File: src/rtl/alu_cmd_sequencer.sv
// Command front-end for the 8-bit ALU: buffers commands in a FIFO, issues them one at a time,
// holds ALU inputs across the registered result cycle and returns tagged responses in order.
module alu_cmd_sequencer #(
    parameter int FIFO_DEPTH = 4,
    parameter int TAG_W      = 4
) (
    input  logic             clk,
    input  logic             rst,
    input  logic             cmd_valid,
    output logic             cmd_ready,
    input  logic [3:0]       cmd_op,
    input  logic [7:0]       cmd_a,
    input  logic [7:0]       cmd_b,
    input  logic [TAG_W-1:0] cmd_tag,
    output logic [3:0]       alu_op,
    output logic [7:0]       alu_a,
    output logic [7:0]       alu_b,
    input  logic [7:0]       alu_result,
    input  logic [15:0]      alu_product,
    input  logic             alu_of,
    input  logic             alu_zero,
    input  logic             alu_slt,
    output logic             rsp_valid,
    input  logic             rsp_ready,
    output logic [7:0]       rsp_result,
    output logic [15:0]      rsp_product,
    output logic [2:0]       rsp_flags,
    output logic             rsp_illegal,
    output logic [TAG_W-1:0] rsp_tag,
    output logic             busy
);

    localparam int PTR_W = (FIFO_DEPTH > 1) ? $clog2(FIFO_DEPTH) : 1;
    localparam int CNT_W = $clog2(FIFO_DEPTH + 1);

    typedef enum logic [1:0] {IDLE, ISSUE, CAPT, RESP} state_t;

    state_t state;
    state_t next_state;

    logic [3:0]       fifo_op  [FIFO_DEPTH];
    logic [7:0]       fifo_a   [FIFO_DEPTH];
    logic [7:0]       fifo_b   [FIFO_DEPTH];
    logic [TAG_W-1:0] fifo_tag [FIFO_DEPTH];

    logic [PTR_W-1:0] wr_ptr;
    logic [PTR_W-1:0] rd_ptr;
    logic [CNT_W-1:0] count;
    logic             fifo_empty;
    logic             push;
    logic             pop;

    logic [3:0]       iss_op;
    logic [7:0]       iss_a;
    logic [7:0]       iss_b;
    logic [TAG_W-1:0] iss_tag;

    assign fifo_empty = (count == '0);
    assign cmd_ready  = (count < CNT_W'(FIFO_DEPTH));
    assign push       = cmd_valid && cmd_ready;
    assign pop        = !fifo_empty &&
                        ((state == IDLE) || ((state == RESP) && rsp_ready));

    // Storage needs no reset; only count and pointers define what is valid.
    always_ff @(posedge clk) begin
        if (push) begin
            fifo_op[wr_ptr]  <= cmd_op;
            fifo_a[wr_ptr]   <= cmd_a;
            fifo_b[wr_ptr]   <= cmd_b;
            fifo_tag[wr_ptr] <= cmd_tag;
        end
    end

    always_ff @(posedge clk) begin
        if (rst) begin
            wr_ptr <= '0;
            rd_ptr <= '0;
            count  <= '0;
        end else begin
            if (push) begin
                wr_ptr <= wr_ptr + PTR_W'(1);
            end
            if (pop) begin
                rd_ptr <= rd_ptr + PTR_W'(1);
            end
            case ({push, pop})
                2'b10:   count <= count + CNT_W'(1);
                2'b01:   count <= count - CNT_W'(1);
                default: count <= count;
            endcase
        end
    end

    always_ff @(posedge clk) begin
        if (rst) begin
            iss_op  <= 4'b1111;
            iss_a   <= '0;
            iss_b   <= '0;
            iss_tag <= '0;
        end else if (pop) begin
            iss_op  <= fifo_op[rd_ptr];
            iss_a   <= fifo_a[rd_ptr];
            iss_b   <= fifo_b[rd_ptr];
            iss_tag <= fifo_tag[rd_ptr];
        end
    end

    // Response registers only load in CAPT, so they stay frozen while RESP is stalled.
    always_ff @(posedge clk) begin
        if (rst) begin
            rsp_result  <= '0;
            rsp_product <= '0;
            rsp_flags   <= '0;
            rsp_illegal <= 1'b0;
            rsp_tag     <= '0;
        end else if (state == CAPT) begin
            rsp_result  <= alu_result;
            rsp_product <= alu_product;
            rsp_flags   <= {alu_slt, alu_zero, alu_of};
            rsp_illegal <= iss_op[3] & iss_op[2];
            rsp_tag     <= iss_tag;
        end
    end

    always_ff @(posedge clk) begin
        if (rst) begin
            state <= IDLE;
        end else begin
            state <= next_state;
        end
    end

    always_comb begin
        next_state = state;
        case (state)
            IDLE: begin
                if (!fifo_empty) begin
                    next_state = ISSUE;
                end
            end
            ISSUE: next_state = CAPT;
            CAPT:  next_state = RESP;
            RESP: begin
                if (rsp_ready) begin
                    next_state = fifo_empty ? IDLE : ISSUE;
                end
            end
            default: next_state = IDLE;
        endcase
    end

    // ALU inputs stay valid through CAPT because the overflow flag is combinational.
    always_comb begin
        alu_op    = 4'b1111;
        alu_a     = '0;
        alu_b     = '0;
        rsp_valid = 1'b0;
        if ((state == ISSUE) || (state == CAPT)) begin
            alu_op = iss_op;
            alu_a  = iss_a;
            alu_b  = iss_b;
        end
        if (state == RESP) begin
            rsp_valid = 1'b1;
        end
    end

    assign busy = (state != IDLE) || !fifo_empty;

endmodule
File: config.mk
export PLATFORM = sky130hd
export DESIGN_NAME = alu_cmd_sequencer
export DESIGN_NICKNAME = d
export VERILOG_FILES = /design/src/rtl/alu_cmd_sequencer.sv
export SDC_FILE = /design/constraint.sdc
export NUM_CORES = 1
export LEC_CHECK = 0
export BUFFER_PORTS_ARGS = -buffer_cell sky130_fd_sc_hd__buf_2
export CAP_MARGIN = 20
export CORE_ASPECT_RATIO = 2
export CORE_UTILIZATION = 25
export CTS_CLUSTER_DIAMETER = 120
export DETAILED_ROUTE_END_ITERATION = 8
export GPL_ROUTABILITY_DRIVEN = 0
export PLACE_DENSITY = 0.38
export SLEW_MARGIN = 10
export SYNTH_ARGS = -nofsm -noshare
export SYNTH_HDL_FRONTEND = slang
export SYNTH_SLANG_ARGS = --single-unit
File: constraint.sdc
create_clock -name clk -period 5.51 [get_ports clk]
set_input_delay 0.2755 -clock clk [delete_from_list [all_inputs] [get_ports clk]]
set_output_delay 0.2755 -clock clk [all_outputs]
set_load 0.02 [all_outputs]
=== After elaboration in Yosys (flattened, before gate mapping) ===
Memory sizes are Yosys's and may differ from the RTL's. A register that Yosys moved wholly into a read port is not among the register bits.
Index checks and enable logic that the tools add are counted.

* Mux-type cells: 11
* Equal/unequal tests: 7
* Add/subtract/negate cells: 4
* Reduce and logical (&&, ||, !) cells: 12
* Bitwise operators: 1
* Order comparisons: 1

{| class="wikitable"
|+ Operators with widths
! operator !! count
|-
| 8-bit 2-to-1 mux || 2
|-
| 2-bit one-hot mux with 4 select lines || 1
|-
| 2-bit == test, second input constant || 3
|-
| 3-bit one-hot mux with 2 select lines || 1
|-
| 2-bit by 1-bit adder with 2-bit output, second input constant || 2
|-
| 2-bit by 1-bit == test with 1-bit output, second input constant || 2
|-
| 1-bit 2-to-1 mux || 4
|-
| 2-bit 2-to-1 mux || 2
|-
| 4-bit 2-to-1 mux || 1
|-
| 2-bit != test, second input constant || 2
|-
| 2-bit nonzero test || 2
|-
| 3-bit by 1-bit adder with 3-bit output, second input constant || 1
|-
| 1-bit logical AND || 3
|-
| 3-bit logical NOT || 1
|-
| 1-bit logical OR || 3
|-
| 3-bit < comparator, second input constant || 1
|-
| 3-bit by 1-bit subtractor with 3-bit output, second input constant || 1
|-
| 2-bit logical NOT || 1
|-
| 2-bit AND reduction || 1
|-
| 1-bit bitwise AND || 1
|-
| 1-bit logical NOT || 1
|}

* Memory bits (writable): 96
* Input port bits: 55
* Register bits: 41
* Word-level logic and storage cells: 49
* Memories kept: 4
* Output and inout port bits: 55

{| class="wikitable"
|+ Memories
! name !! words !! bits a word !! read ports !! clocked after Yosys merged registers in !! wr ports !! line !! text
|-
| fifo_a || 4 || 8 || 1 || 1 || 1 || 42 || <nowiki>logic [7:0] fifo_a [FIFO_DEPTH];</nowiki>
|-
| fifo_b || 4 || 8 || 1 || 1 || 1 || 43 || <nowiki>logic [7:0] fifo_b [FIFO_DEPTH];</nowiki>
|-
| fifo_op || 4 || 4 || 1 || 1 || 1 || 41 || <nowiki>logic [3:0] fifo_op [FIFO_DEPTH];</nowiki>
|-
| fifo_tag || 4 || 4 || 1 || 1 || 1 || 44 || <nowiki>logic [TAG_W-1:0] fifo_tag [FIFO_DEPTH];</nowiki>
|}

=== Depth between registers and ports, before layout ===
* Depth after elaboration: 6
* Gate-level depth with buffers: 11
* Mapped depth without buffers: 11

=== Worst setup path after synthesis ===
No wires, ideal clock.

* Path type: flip-flop to flip-flop
* From: register state[1]
* To: register count[2]
* Stages on the path, launching flop included: 11
* Arrival time: 2.290 ns
* Slack: 3.150 ns
* Buffers on the path: 0
* Setup time: 0.070 ns
* Path through: dfxtp_1 -> ha_1 -> a21o_1 -> nand2_1 -> inv_1 -> ha_1 -> inv_1 -> fa_1 -> xor2_1 -> or3_1 -> a21oi_1

* Word-level cells in the longest chain between the ends: 6

{| class="wikitable"
|+ RTL lines
! what !! line !! text
|-
| start, declared || 38 || <nowiki>state_t state;</nowiki>
|-
| start signal, assigned || 129 || <nowiki>state <= next_state;</nowiki>
|-
| 2-bit == test || 62 || <nowiki>((state == IDLE) || ((state == RESP) && rsp_ready));</nowiki>
|-
| 1-bit logical AND || 62 ||
|-
| 1-bit logical OR (*) || 62 ||
|-
| 1-bit logical AND (*) || 61 || <nowiki>assign pop = !fifo_empty &&</nowiki>
|-
| via pop || 51 || <nowiki>logic pop;</nowiki>
|-
| 2-bit by 1-bit == test with 1-bit output / 2-bit == test (equally long branches) || 86 || <nowiki>case ({push, pop})</nowiki>
|-
| 3-bit one-hot mux with 2 select lines / 2-bit nonzero test (equally long branches) || - ||
|-
| end signal, assigned || 87 || <nowiki>2'b10: count <= count + CNT_W'(1);</nowiki>
|-
| end signal, assigned || 88 || <nowiki>2'b01: count <= count - CNT_W'(1);</nowiki>
|-
| end signal, assigned || 89 || <nowiki>default: count <= count;</nowiki>
|-
| end, declared || 48 || <nowiki>logic [CNT_W-1:0] count;</nowiki>
|}

Mark *: on every way through the listed nets, which the timed path passes. The rest lies on a longest branch.
A chain may end at the register's enable or synchronous reset.

=== Worst setup path in the final report ===
Ends and elaborated chain as after synthesis.

==> impl.org <==
** Status
- The flow ran to the end, and the final reports show no timing, DRC or antenna violations.

** Timing
- Final critical-path share of the clock period :: between 50% and 60%
- For this run, the top clock speed supported by timing is ~320 MHz.
- Fin worst setup slack :: 2.42 ns
- On the final layout, the worst clock skew is roughly 0.0097 ns.
- Setup violations remaining at the end of the flow were counted as 0.
- Counting I/O delays and the setup requirement, the final critical path takes slightly above 3 ns.
- The final hold violation count was 0.
- Rel. slew slack :: 30.3%
- The max-slew violation total from the final report was 0.
- Setup repair after global routing left no endpoint under its margin.
- For the pin with the worst max-slew slack, the measured transition is 1.04 ns.
- Setup TNS :: 0 ns

** Finish
- After filler insertion, the fill cell instance count of the layout stands at 2457.
- Of the cells placed in the final design, the portion with a size suffix greater than 1 is 31.8%.
- Area taken by multi-input logic gates :: roughly 1900 um2
- Across the whole layout, storage elements account for ~4200 um2.
- After routing the design area is between 7000 and 8000 um2.
- 0 antenna diodes ended up in the layout.
- In the final design database the tool counted 600 nets.
- The area growth from synthesis to layout is 23.3%.

** Placement
- OpenSTA, run right after detailed placement, puts the worst setup slack at 2.38 ns.
- Post-place instance area :: 7130 um2
- Half-perimeter wire length of the detailed placement result :: 9220 um
- I/O Buffers :: about 110

** Logic synthesis
- Cell area after technology mapping :: approximately 6200 um2
- Prevailing post-synth register cell :: sky130_fd_sc_hd__edfxtp_1
- The Yosys step of the flow raised 0 warnings.
- Async SR Flop Fraction :: 0%
- After synthesis the netlist holds a flip-flop and latch count of roughly 160.
- Of the synthesized area, sequential elements account for between 60% and 70%.
- Synthesis produced a netlist whose cell count is roughly 430.
- The synthesized design contains 96 enable-type register cells.
- Averaged over all synthesized cells, the footprint is around 15 um2.
- The number of different library cells used by synthesis comes to 35.
- Net count of the mapped netlist :: slightly below 500

** Hold path
- Startpoint of the tightest hold check path :: cmd_a[3]
- Hold crit path type :: in2reg

** Die
- Initial Utilization :: ~26%
- Area of the core region :: roughly 24000 um2
- Die Outline Area :: about 26000 um2
- Ports :: 110
- Chip Height :: approximately 230 um
- The floorplan has between 80 and 90 rows.
- Width of the die :: about 110 um

** Pwr
- Dividing total power by cell area gives a power density of between 400 and 500 nW/um2.
- For this design the total switching power over the nets is 1.21 mW.
- Sequential cells burn 44.1% of the power.
- In this run, the combinational gates consume around a quarter of the power.
- Cell Int Power :: 2.56 mW
- Clock share of power :: roughly 30%
- Of the total power, the share spent switching nets is 32.2%.
- Leakage :: roughly 2.8 nW
- Worst VDD drop :: around 230 uV

** Clock network
- Number of buffers created by CTS :: 17
- The clock passes through at most 2 buffers.
- The cell sitting at the root of the clock tree is a sky130_fd_sc_hd__clkbuf_16.
- For the worst-skew pair, the clock arrives at the later sink with an insertion delay of about 0.44 ns.
- The H-tree was split into 4 levels.
- Clock-pin slew was measured on the worst setup and hold paths at approximately 0.07 ns.
- Clock tree from TritonCTS :: built
- Clock sink count :: roughly 160
- Post-CTS Setup Repair Bufs :: 0
- In this run, post-CTS hold repair placed 0 buffers.
- Gates resized during post-CTS repair numbered 0.

** Worst setup path
- Data on the critical path arrives at its endpoint at 3.45 ns.
- Data required time of the critical path :: 5.86 ns
- Crit. End Element :: register
- Walking the worst path, the cells encountered are ha_1, a21o_1, nand2_1, inv_1, ha_1, inv_1, fa_1, xor2_1, or3_1, a21oi_1.
- The most critical setup path has its startpoint at state[1].
- Along the worst path, the maximum fanout reaches 26.
- Among cell families on the critical path, the largest total delay comes from adder cells.
- CP max stage cell :: sky130_fd_sc_hd__a21o_1
- Buf+Inv Stages, Crit Path :: 2
- The critical path is of the reg2reg type.
- Crit start category :: register
- For this run, the slowest stage of the critical path takes 0.67 ns.
- The startpoint identified for the worst register-to-register timing path is state[1].

** Flow run
- Max-cap violations :: 0

** Global routing
- Initial antenna violation count :: 0
- Total congestion overflow :: 0
- The number of global-route vias before repair came to ~3900.
- Pin count of the biggest net entering global routing :: 67
- Global routing used between 10% and 20% of the available tracks.
- The first global-routing pass estimated roughly 22000 um of wire.

** Routing
- Starting DRC count in detailed routing :: around 110
- Count of vias placed by the detailed router :: ~3700
- After detailed routing, the number of vias per cell comes to about 4.2.
- Avg WL per Cell :: 15.9 um
- DRT antenna net count :: 0
- Drt drc :: 0
- For this run, the detailed router's first-pass iteration total came to 5.
- The final layout contains routed wiring with a total length of between 10000 and 15000 um.
==> sequential cells by signal (all words and copies together), names as in the netlist <==
| register | cells |
|---|---|
| rsp_illegal | 1 |
| rsp_tag | 4 |
| rsp_product | 16 |
| rsp_flags | 3 |
| iss_tag | 4 |
| iss_a | 8 |
| rd_ptr | 2 |
| iss_b | 8 |
| fifo_tag | 16 |
| count | 3 |
| wr_ptr | 2 |
| fifo_a | 32 |
| state | 2 |
| fifo_b | 32 |
| rsp_result | 8 |
| fifo_op | 16 |
| iss_op | 4 |
==> layout by cell type (no fill, tap or decap), types with 8 or more instances in the layout <==
cell type,count
sky130_fd_sc_hd__inv_1,12
sky130_fd_sc_hd__buf_4,8
sky130_fd_sc_hd__mux2i_1,32
sky130_fd_sc_hd__o21ai_0,23
sky130_fd_sc_hd__nor2_1,37
sky130_fd_sc_hd__buf_2,109
sky130_fd_sc_hd__clkbuf_16,17
sky130_fd_sc_hd__edfxtp_1,96
sky130_fd_sc_hd__ha_1,8
sky130_fd_sc_hd__and2_1,20
sky130_fd_sc_hd__nand3_1,21
sky130_fd_sc_hd__a21oi_1,26
sky130_fd_sc_hd__mux4_2,21
sky130_fd_sc_hd__dfxtp_1,64
==> cells by family after synthesis <==
kind of cell	count (synthesis)	share of synthesized area (%)
xor+xnor	3	0.422
buf+inv	41	2.85
fa+ha+maj	10	2.13
simple gates	99	8.12
mux	56	14.0
flops	161	67.2
compound gates	58	5.30
==> metrics by stage <==
| step | std cells | power, mW | util (%) | hold WS [ns] |
|---|---|---|---|---|
| floorplan | 428 | 2.37 | - | 0.374 |
| global placement | 848 | 2.69 | 29.2 | 0.449 |
| detailed placement | 848 | 2.71 | 29.2 | 0.452 |
| CTS | 880 | 3.84 | 31.4 | 0.0303 |
| global route | 880 | 4.00 | 31.4 | 0.0392 |
| finish | 880 | 3.77 | 31.4 | 0.0527 |
==> routing by layer <==
metal	track usage [%]	share of wire, %	vias up
met5	0	0	-
met4	5.73	2.5	0
met3	3.77	4.3	18
met2	21.0	53	91
met1	12.2	40	1833
li1	-	-	1788
==> Yosys cell counts (all sizes together), types with 3 or more instances <==
master	count	area share, %
a211o	4	0.56
a21oi	26	2.1
and2	20	2.0
and3	4	0.40
buf	14	1.2
clkbuf	15	0.90
dfxtp	65	21
edfxtp	96	46
ha	9	1.8
inv	12	0.72
mux2i	32	5.1
mux4	24	8.9
nand2b	6	0.60
nand3	21	1.7
nor2	37	2.2
o21ai	23	1.8
or3	3	0.30
==> worst reg2reg max path, cell delays in order, from the launching register on <==
cell	delay [ns]
sky130_fd_sc_hd__dfxtp_1	0.41
sky130_fd_sc_hd__ha_1	0.27
sky130_fd_sc_hd__a21o_1	0.67
sky130_fd_sc_hd__nand2_1	0.28
sky130_fd_sc_hd__inv_1	0.16
sky130_fd_sc_hd__ha_1	0.19
sky130_fd_sc_hd__inv_1	0.06
sky130_fd_sc_hd__fa_1	0.37
sky130_fd_sc_hd__xor2_1	0.16
sky130_fd_sc_hd__or3_1	0.30
sky130_fd_sc_hd__a21oi_1	0.15
==> path summary, 6_finish.rpt <==
| path | cells after the start | slack [ns] | endpoint |
|---|---|---|---|
| worst max register to register | 10 | 2.42 | count[2] |
| worst min-delay path | 1 | 0.05 | fifo_a[2][3] |
| worst max-delay path | 10 | 2.42 | count[2] |
| worst min register to register | 2 | 0.47 | rsp_illegal |
==> final cells by class <==
type                            instances  share of cell area [%]
Multi-Input combinational cell        226                    24.4
Clock buffer                           18                    5.59
Inverter                               12                   0.586
Tap cell                              332                    5.41
Sequential cell                       161                    54.5
Clock inverter                         14                    1.65
Timing Repair Buffer                  117                    7.88
==> power groups by stage <==
stage                     clock network (mW)  registers (mW)  logic (mW)
after global placement                     0            1.69        1.00
after detailed placement                   0            1.70        1.01
final                                   1.12            1.66       0.989
after floorplan                            0            1.65       0.715
after CTS                               1.16            1.67        1.01
after global routing                    1.21            1.69        1.10
No activity file was read; power rests on OpenSTA's default activity.
